## src/rtl/dct_mac_pipe.sv

```systemverilog
// Pipelined signed multiply-accumulate for the forward DCT: one product stage, one
// accumulate stage, then round/shift/saturate into a valid/ready output register.
module dct_mac_pipe #(
    parameter int DATA_W = 8,
    parameter int COEF_W = 11,
    parameter int TERMS  = 8,
    parameter int SHIFT  = 4,
    parameter int OUT_W  = 12,
    localparam int CNT_W  = (TERMS > 1) ? $clog2(TERMS) : 1
) (
    input  logic                     clk,
    input  logic                     rst_n,
    input  logic                     in_valid,
    output logic                     in_ready,
    input  logic signed [DATA_W-1:0] in_data,
    input  logic signed [COEF_W-1:0] in_coef,
    input  logic                     round_en,
    input  logic                     abort,
    output logic                     out_valid,
    input  logic                     out_ready,
    output logic signed [OUT_W-1:0]  out_data,
    output logic                     out_sat,
    output logic [CNT_W-1:0]         term_cnt
);

    localparam int PROD_W = DATA_W + COEF_W;
    localparam int ACC_W  = PROD_W + $clog2(TERMS);
    localparam logic [CNT_W-1:0]        LAST_CNT = CNT_W'(TERMS - 1);
    localparam logic signed [ACC_W-1:0] RND      = ACC_W'(1) << (SHIFT - 1);
    localparam logic signed [ACC_W-1:0] OMAX     = ACC_W'((1 << (OUT_W - 1)) - 1);
    localparam logic signed [ACC_W-1:0] OMIN     = ~OMAX;

    // Handshake: a pair transfers on in_valid & in_ready, a result on out_valid & out_ready.
    // A held result (out_valid & ~out_ready) freezes every pipeline stage.
    logic                     stall, adv, accept, last_term;
    logic signed [PROD_W-1:0] prod_c;
    logic signed [ACC_W-1:0]  prod_ext, sum_c, shr_c;

    logic signed [PROD_W-1:0] prod_q, prod_d;
    logic                     p_vld_q, p_vld_d, p_last_q, p_last_d;
    logic signed [ACC_W-1:0]  acc_q, acc_d;
    logic                     round_en_q, round_en_d;
    logic [CNT_W-1:0]         cnt_q, cnt_d;
    logic                     out_valid_q, out_valid_d, out_sat_q, out_sat_d;
    logic signed [OUT_W-1:0]  out_data_q, out_data_d;

    assign stall     = out_valid_q & ~out_ready;
    assign adv       = ~stall;
    assign accept    = in_valid & adv;
    assign last_term = (cnt_q == LAST_CNT);

    assign prod_c   = PROD_W'(in_data) * PROD_W'(in_coef);
    assign prod_ext = {{(ACC_W - PROD_W){prod_q[PROD_W-1]}}, prod_q};
    assign sum_c    = acc_q + prod_ext + (round_en_q ? RND : '0);
    assign shr_c    = sum_c >>> SHIFT;

    always_comb begin
        prod_d      = prod_q;
        p_vld_d     = p_vld_q;
        p_last_d    = p_last_q;
        acc_d       = acc_q;
        round_en_d  = round_en_q;
        cnt_d       = cnt_q;
        out_valid_d = out_valid_q;
        out_data_d  = out_data_q;
        out_sat_d   = out_sat_q;

        if (out_valid_q && out_ready) out_valid_d = 1'b0;

        if (abort) begin
            acc_d   = '0;
            cnt_d   = '0;
            p_vld_d = 1'b0;
        end else if (adv) begin
            if (accept) begin
                prod_d   = prod_c;
                p_vld_d  = 1'b1;
                p_last_d = last_term;
                cnt_d    = last_term ? '0 : cnt_q + 1'b1;
                if (last_term) round_en_d = round_en;
            end else begin
                p_vld_d = 1'b0;
            end

            if (p_vld_q) begin
                if (!p_last_q) begin
                    acc_d = acc_q + prod_ext;
                end else begin
                    // A loaded result overrides the handshake clear above.
                    acc_d       = '0;
                    out_valid_d = 1'b1;
                    if (shr_c > OMAX) begin
                        out_data_d = OMAX[OUT_W-1:0];
                        out_sat_d  = 1'b1;
                    end else if (shr_c < OMIN) begin
                        out_data_d = OMIN[OUT_W-1:0];
                        out_sat_d  = 1'b1;
                    end else begin
                        out_data_d = shr_c[OUT_W-1:0];
                        out_sat_d  = 1'b0;
                    end
                end
            end
        end
    end

    always_ff @(posedge clk) begin
        if (!rst_n) begin
            prod_q      <= '0;
            p_vld_q     <= 1'b0;
            p_last_q    <= 1'b0;
            acc_q       <= '0;
            round_en_q  <= 1'b0;
            cnt_q       <= '0;
            out_valid_q <= 1'b0;
            out_data_q  <= '0;
            out_sat_q   <= 1'b0;
        end else begin
            prod_q      <= prod_d;
            p_vld_q     <= p_vld_d;
            p_last_q    <= p_last_d;
            acc_q       <= acc_d;
            round_en_q  <= round_en_d;
            cnt_q       <= cnt_d;
            out_valid_q <= out_valid_d;
            out_data_q  <= out_data_d;
            out_sat_q   <= out_sat_d;
        end
    end

    assign in_ready  = adv;
    assign out_valid = out_valid_q;
    assign out_data  = out_data_q;
    assign out_sat   = out_sat_q;
    assign term_cnt  = cnt_q;

endmodule

```

## config.mk

```make
export PLATFORM = sky130hd
export DESIGN_NAME = dct_mac_pipe
export DESIGN_NICKNAME = d
export VERILOG_FILES = /design/src/rtl/dct_mac_pipe.sv
export SDC_FILE = /design/constraint.sdc
export NUM_CORES = 1
export LEC_CHECK = 0
export ABC_AREA = 1
export CORE_ASPECT_RATIO = 1.1
export CORE_MARGIN = 2
export CORE_UTILIZATION = 60
export CTS_CLUSTER_DIAMETER = 120
export DETAILED_ROUTE_END_ITERATION = 10
export PLACE_DENSITY = 0.87
export SETUP_SLACK_MARGIN = 0.4
export SLEW_MARGIN = 20
export SYNTH_ARGS = -nofsm -noshare
export SYNTH_HDL_FRONTEND = slang
export SYNTH_SLANG_ARGS = --single-unit
```

## constraint.sdc

```tcl
create_clock -name clk -period 9.3 [get_ports clk]
set_clock_uncertainty 0.1 [all_clocks]
set_input_delay 1.86 -clock clk [delete_from_list [all_inputs] [get_ports clk]]
set_output_delay 1.86 -clock clk [all_outputs]
set_load 0.01 [all_outputs]
```

==> results.py, run 1 <==
metrics = {
    "run_status": {
        "status": "finished clean",
    },
    "grt": {
        "antenna_found_initial": 0,
        "grt_max_degree": 31,
        "grt_pass1_vias": 7501,
        "grt_usage_pct": 26.73,
        "grt-ovfl-total": 0,
        "grt_pass1_wl_um": 32060,
    },
    "finish": {
        "drive_above_1_share_pct": 4.512,
        "fillers": 1177,
        "fin_area_um2": 9179,
        "syn_to_final_growth_pct": 9.492,
        "post-route-util_pct": 66.81,
        "final_nets": 1409,
        "diodes": 0,
    },
    "worst_setup_path": {
        "cp_max_fo": 12,
        "slowest_stage": "fa_1",
        "path_buf_inv": 6,
        "cp.required_ns": 9.43,
        "crit_path_frequent_cell": "inv_1",
        "crit_chain": "clkdlybuf4s50_1 -> inv_1 -> or2_2 -> fa_1 -> fa_1 -> inv_1 -> fa_1 -> inv_1 -> fa_1 -> inv_1 -> ha_1 -> a21oi_1 -> nand2_1 -> a21boi_0 -> o21ai_0 -> a21oi_1 -> or2_2 -> nand3_1 -> o211ai_1 -> inv_1",
        "worstPathArrival_ns": 6.74,
        "critPathCaptureType": "flop",
        "cp_top_family": "adder cells",
        "startpoint_type": "input pin",
        "critical_path_class": "in -> reg",
        "slowest_delay_ns": 0.55,
    },
    "clock_tree": {
        "cts_made_buffers": 9,
        "worstSkewPairLatency_ns": 0.35,
        "clk_pin_slew_ns": 0.06,
        "hold_buffers": 0,
        "cts.sinks": 61,
        "root_buffer": "clkbuf_16",
        "htreeDepth": 3,
        "cts_resized": 0,
        "clock_path_buffers": 2,
        "cts_tree": "built",
        "post_cts_buffers": 0,
    },
    "pwr": {
        "internal_power_mw": 0.8422,
        "total_power_mw": 1.585,
        "switching_power_mw": 0.7427,
        "leakage_nw": 4.841,
        "seqPwrFrac_pct": 18.9,
        "p_sw_share_pct": 46.86,
        "power_density_nw_per_um2": 172.7,
        "pwr-share-comb_pct": 60.5,
        "peakVddDrop_v": 0.00009339,
        "pwr-share-clk_pct": 20.6,
    },
    "yosys": {
        "synth_fp_nets": 1390,
        "yosysUniqueCellTypes": 44,
        "synth.most_common_cell": "nand2_1",
        "synth_area_um2": 8383,
        "ys_ff_latch": 61,
        "ys_warn_count": 0,
        "synthArstFlopShare_pct": 0,
        "synth_top_area_share_pct": 21.97,
        "synthTopCellsByCount": "266 x nand2_1, 249 x inv_1, 92 x fa_1",
        "synth_enable_flop_cells": 0,
        "seq_area_frac_synth_pct": 14.57,
        "synthCells": 1195,
        "synth_flop_cell": "dfxtp_1",
        "syn_area_per_cell_um2": 7.015,
        "yosys-top-cells-area": "fa_1 22%, dfxtp_1 15%, nand2_1 12%",
        "yosysTopAreaCell": "fa_1",
    },
    "floorplanning": {
        "fp.dieW_um": 116.7,
        "rows": 45,
        "ios": 43,
        "core_area_um2": 13740,
        "die_area_um2": 14930,
        "die_h_um": 128.0,
        "initial_core_util_pct": 61.02,
    },
    "detailed_routing": {
        "met3_length_um": 609,
        "drtPass1Iterations": 5,
        "drtIter0Drc": 339,
        "route.met2.wl_um": 9471,
        "drc_errors": 0,
        "drt_wl_total_um": 18440,
        "routed_via_density": 5.274,
        "ant_nets": 0,
        "wire_per_inst_um": 13.10,
        "top_layer": "met4",
        "drt-met1-wl_um": 7582,
        "num_vias": 7420,
    },
    "timing": {
        "slew_violations": 0,
        "fin_crit_sh_pct": 71.12,
        "tightestPinTransition_ns": 0.9993,
        "setup_violations": 0,
        "fin_tns_setup_ns": 0,
        "rsz0062_at_grt": "no",
        "fin_crit_ns": 6.614,
        "timing.fmax_ghz": 0.1512,
        "slew_headroom_pct": 33.13,
        "finalWorstSetupSlack_ns": 2.686,
        "hold_viol": 0,
    },
    "placement": {
        "port_buffers": 42,
        "place_area_um2": 8889,
        "preCtsSetupSlack_ns": 2.328,
        "gp_congestion": 0.8856,
        "hpwl_um": 15340,
    },
    "min_path": {
        "hold_class": "reg -> reg",
    },
    "run": {
        "maxCapViolCount": 0,
    },
}
cells in the final DEF (no fill, tap or decap), types with 2 or more instances in the layout:
cell type,synthesis,final
o31ai_1,2,2
nand3_2,2,2
clkinv_4,0,2
nor2_2,6,6
nand4_1,6,6
a31oi_1,4,4
fa_1,92,92
nand3b_1,5,5
a211oi_1,2,2
a21o_1,2,2
nor2_1,86,86
xnor2_1,16,16
o21bai_1,6,6
o21a_1,4,4
nor3_1,8,8
a21oi_2,4,4
clkbuf_16,0,9
and2_1,5,5
or2_2,12,12
clkdlybuf4s50_1,0,42
dfxtp_1,61,61
o21ai_0,59,59
nand2_2,10,10
inv_6,0,2
xor2_1,13,13
o211ai_1,6,6
a21oi_1,89,89
inv_8,0,2
nand2_1,266,266
inv_1,249,249
ha_1,78,78
nor4_1,3,3
nand3_1,51,51
or3_1,2,2
inv_2,2,2
path summary, 6_finish.rpt:
kind                               from                       to  slack (ns)  cells after the start
setup / recovery             in_data[7]  prod_q[14]$_SDFFE_PN0P_        2.69                     20
hold / removal    acc_q[4]$_SDFFE_PP0P_    acc_q[4]$_SDFFE_PP0P_        0.37                      2
setup reg to reg   out_valid$_SDFF_PN0_   acc_q[14]$_SDFFE_PP0P_        5.86                      9
hold reg to reg   acc_q[4]$_SDFFE_PP0P_    acc_q[4]$_SDFFE_PP0P_        0.37                      2
final cells by class:
cell class / count / area, um2 / share of cell area (%)
clock inverter: 7 / 65.06 / 0.7088
timing repair buffer: 43 / 427.9 / 4.662
sequential: 61 / 1221 / 13.30
clock buffer: 9 / 225.2 / 2.454
inverter: 252 / 945.9 / 10.31
tap: 188 / 235.2 / 2.563
multi-input combinational: 847 / 6058 / 66.00
per-stage QoR:
| step | std cells | hold WS [ns] |
|---|---|---|
| floorplan | 1195 | 0.3491 |
| global placement | 1391 | 0.3578 |
| detailed placement | 1391 | 0.3605 |
| CTS | 1407 | 0.3705 |
| global route | 1407 | 0.3900 |
| finish | 1407 | 0.3722 |
registers in the layout, indices dropped and copies added (netlist names), 3 cells and up:
register	cells
term_cnt	3
out_data	12
prod_q	19
acc_q	22
tightest hold or removal path: cells and delay by family (launching register included):
kind | cells | cell delay, ns
and+or+nand+nor | 1 | 0.06
AOI/OAI and AO/OA | 1 | 0.05
DFF | 1 | 0.31
power by group through the flow:
stage	combinational, mW	clock (mW)	sequential (mW)
finish	0.960	0.326	0.299
global route	1.11	0.342	0.302
CTS	0.967	0.330	0.299
detailed placement	0.962	0	0.304
global placement	0.936	0	0.303
floorplan	0.774	0	0.299
layer usage:
| metal | vias up | global-route usage (%) |
|---|---|---|
| li1 | 3723 | - |
| met1 | 3470 | 29.52 |
| met2 | 166 | 49.54 |
| met3 | 61 | 3.073 |
| met4 | 0 | 13.84 |
| met5 | - | 0 |
kinds of logic (layout without fill, tap and decap cells):
logic type      after synthesis  in the layout  share of synthesized area (%)
buf+inv                     287            311                          13.16
fa+ha+maj                   170            170                          33.61
simple gates                464            464                          23.45
xor+xnor                     29             29                          3.030
flops                        61             61                          14.57
compound gates              184            184                          12.18
No activity file was read; power rests on OpenSTA's default activity.
==> inputs of run 2 (changes only) <==
--- a/config.mk
+++ b/config.mk
@@ -8,10 +8,10 @@
 export ABC_AREA = 1
 export CORE_ASPECT_RATIO = 1.1
 export CORE_MARGIN = 2
-export CORE_UTILIZATION = 60
+export CORE_UTILIZATION = 57
 export CTS_CLUSTER_DIAMETER = 120
 export DETAILED_ROUTE_END_ITERATION = 10
-export PLACE_DENSITY = 0.87
+export PLACE_DENSITY = 0.86
 export SETUP_SLACK_MARGIN = 0.4
 export SLEW_MARGIN = 20
 export SYNTH_ARGS = -nofsm -noshare
==> constraint.sdc (replaced) <==
create_clock -name clk -period 5.99 [get_ports clk]
set_clock_uncertainty 0.1 [all_clocks]
set_input_delay 1.198 -clock clk [delete_from_list [all_inputs] [get_ports clk]]
set_output_delay 1.198 -clock clk [all_outputs]
set_load 0.01 [all_outputs]
==> results.py, run 2 (synthesized netlist as in run 1, its figures left out) <==
metrics = {
    "worst_setup_path": {
        "slowest_delay_ns": 0.54,
        "crit_path_frequent_cell": "inv_1",
        "reg2reg_from": "acc_q[1]$_SDFFE_PP0P_",
        "critPathCaptureType": "flop",
        "timing.rr.end": "out_data[5]$_SDFFE_PN0P_",
        "cp.required_ns": 6.18,
        "critical_path_class": "in -> reg",
        "worstPathArrival_ns": 5.55,
        "slowest_stage": "fa_1",
        "cp_max_fo": 4,
        "rrSetupSlack_ns": 2.87,
        "startpoint_type": "input pin",
        "crit_chain": "clkdlybuf4s50_1 -> inv_2 -> or2_2 -> fa_1 -> fa_1 -> inv_1 -> fa_1 -> inv_1 -> fa_1 -> inv_1 -> ha_4 -> nand3b_1 -> nand2_1 -> a21boi_2 -> o21ai_2 -> inv_1 -> or2_2 -> nand3_1 -> o211ai_1 -> inv_1",
        "r2r_cells": 20,
        "startpoint": "in_data[7]",
    },
    "finish": {
        "fillers": 1247,
        "diodes": 0,
        "largest_register_ffs": 22,
        "final_nets": 1426,
        "multiInputGateArea_um2": 6125,
        "syn_to_final_growth_pct": 12.31,
        "register_area_um2": 1221,
        "layout_common_cells": "266 x nand2_1, 248 x inv_1, 92 x fa_1, 85 x nor2_1, 83 x a21oi_1",
        "layout_commonest_cell": "nand2_1",
        "fin_area_um2": 9415,
        "drive_above_1_share_pct": 6.958,
        "regMostFlops": "acc_q",
    },
    "placement": {
        "gp_congestion": 0.9287,
        "hpwl_um": 15880,
        "port_buffers": 42,
        "place_area_um2": 9026,
    },
    "detailed_routing": {
        "drt_wl_total_um": 19470,
        "drc_errors": 0,
        "drtPass1Iterations": 6,
        "num_vias": 7611,
        "routed_via_density": 5.330,
        "wire_per_inst_um": 13.63,
        "drtIter0Drc": 410,
        "ant_nets": 0,
    },
    "timing": {
        "tightestPinTransition_ns": 0.8972,
        "rsz0062_at_grt": "no",
        "slew_violations": 0,
        "setup_violations": 0,
        "slew_headroom_pct": 40.04,
        "hold_viol": 0,
        "fin_crit_ns": 5.365,
        "fin_tns_setup_ns": 0,
        "fin_crit_sh_pct": 89.57,
        "timing.fmax_ghz": 0.1864,
    },
    "clock_tree": {
        "root_buffer": "clkbuf_16",
        "cts.sinks": 61,
        "htreeDepth": 3,
        "worstSkewPairLatency_ns": 0.35,
        "cts_tree": "built",
        "clock_path_buffers": 2,
        "clk_pin_slew_ns": 0.06,
        "cts_made_buffers": 9,
    },
    "min_path": {
        "min_delay_path_depth": 2,
        "min-delay-start": "prod_q[0]$_SDFFE_PN0P_",
        "hold_end": "prod_q[0]$_SDFFE_PN0P_",
        "hold_class": "reg -> reg",
    },
    "floorplanning": {
        "die_area_um2": 15690,
        "fp.dieW_um": 119.6,
        "rows": 46,
        "core_area_um2": 14390,
        "initial_core_util_pct": 58.26,
        "ios": 43,
        "die_h_um": 131.2,
    },
    "grt": {
        "grt_max_degree": 31,
        "grt_pass1_wl_um": 33200,
        "antenna_found_initial": 0,
        "grt_usage_pct": 25.60,
        "grt_pass1_vias": 7663,
        "grt-ovfl-total": 0,
    },
    "run_status": {
        "status": "finished clean",
    },
    "pwr": {
        "peakVddDrop_v": 0.0001847,
        "power_density_nw_per_um2": 280.4,
        "leakage_nw": 5.033,
    },
    "run": {
        "maxCapViolCount": 0,
    },
}
[run 2: critical path: cells and delay by family]
kind | cells | cell delay (ns)
and+or+nand+nor | 5 | 0.84
buffers and inverters | 7 | 0.84
adders and majority gates | 5 | 2.33
AOI/OAI and AO/OA | 3 | 0.34
[run 2: timing repair]
action | in CTS | in global routing
hold buffers | 0 | 0
endpoints found under the setup margin | 0 | 9
resized for setup | 0 | 28
setup buffers | 0 | 1
endpoints found under the hold margin | 0 | 0
[run 2: area by class of cell]
type / count / area share (%)
tap: 192 / 2.551
clock inverter: 7 / 0.6645
timing repair buffer: 60 / 6.326
inverter: 252 / 10.05
multi-input combinational: 847 / 65.05
clock buffer: 9 / 2.392
sequential: 61 / 12.97
[run 2: per-layer routing]
metal | global-route usage, % | wire, um | vias up
li1 | - | - | 3768
met1 | 28.70 | 7902 | 3553
met2 | 47.33 | 10040 | 220
met3 | 2.951 | 689 | 70
met4 | 12.75 | 835 | 0
met5 | 0 | 0 | -
[run 2: worst max path at each step]
stage / to / depth (start not counted) / slack [ns]
global route: prod_q[18]$_SDFFE_PN0P_ / 19 / 0.39
global placement: prod_q[13]$_SDFFE_PN0P_ / 17 / 0.09
finish: prod_q[12]$_SDFFE_PN0P_ / 20 / 0.62
detailed placement: prod_q[13]$_SDFFE_PN0P_ / 19 / 0.06
CTS: prod_q[13]$_SDFFE_PN0P_ / 19 / 0.41
floorplan: prod_q[14]$_SDFFE_PN0P_ / 20 / 0.48
[run 2: power by group]
group / switching (mW) / total, mW / internal [mW]
logic: 1.00 / 1.67 / 0.668
registers: 0.0342 / 0.465 / 0.431
clock network: 0.219 / 0.507 / 0.288
[run 2: through the flow]
stage          setup WS (ns)  cells  util [%]  hold slack [ns]  power [mW]
2_1_floorplan         0.4822   1195         -           0.3491       1.666
3_3_place_gp         0.08905   1411     62.73           0.3597       1.981
5_1_grt               0.3940   1428     65.43           0.3924       2.912
3_5_place_dp         0.05572   1411     62.73           0.3636       2.020
4_1_cts               0.4060   1427     64.73           0.3769       2.530
6_report              0.6248   1428     65.43           0.3740       2.640
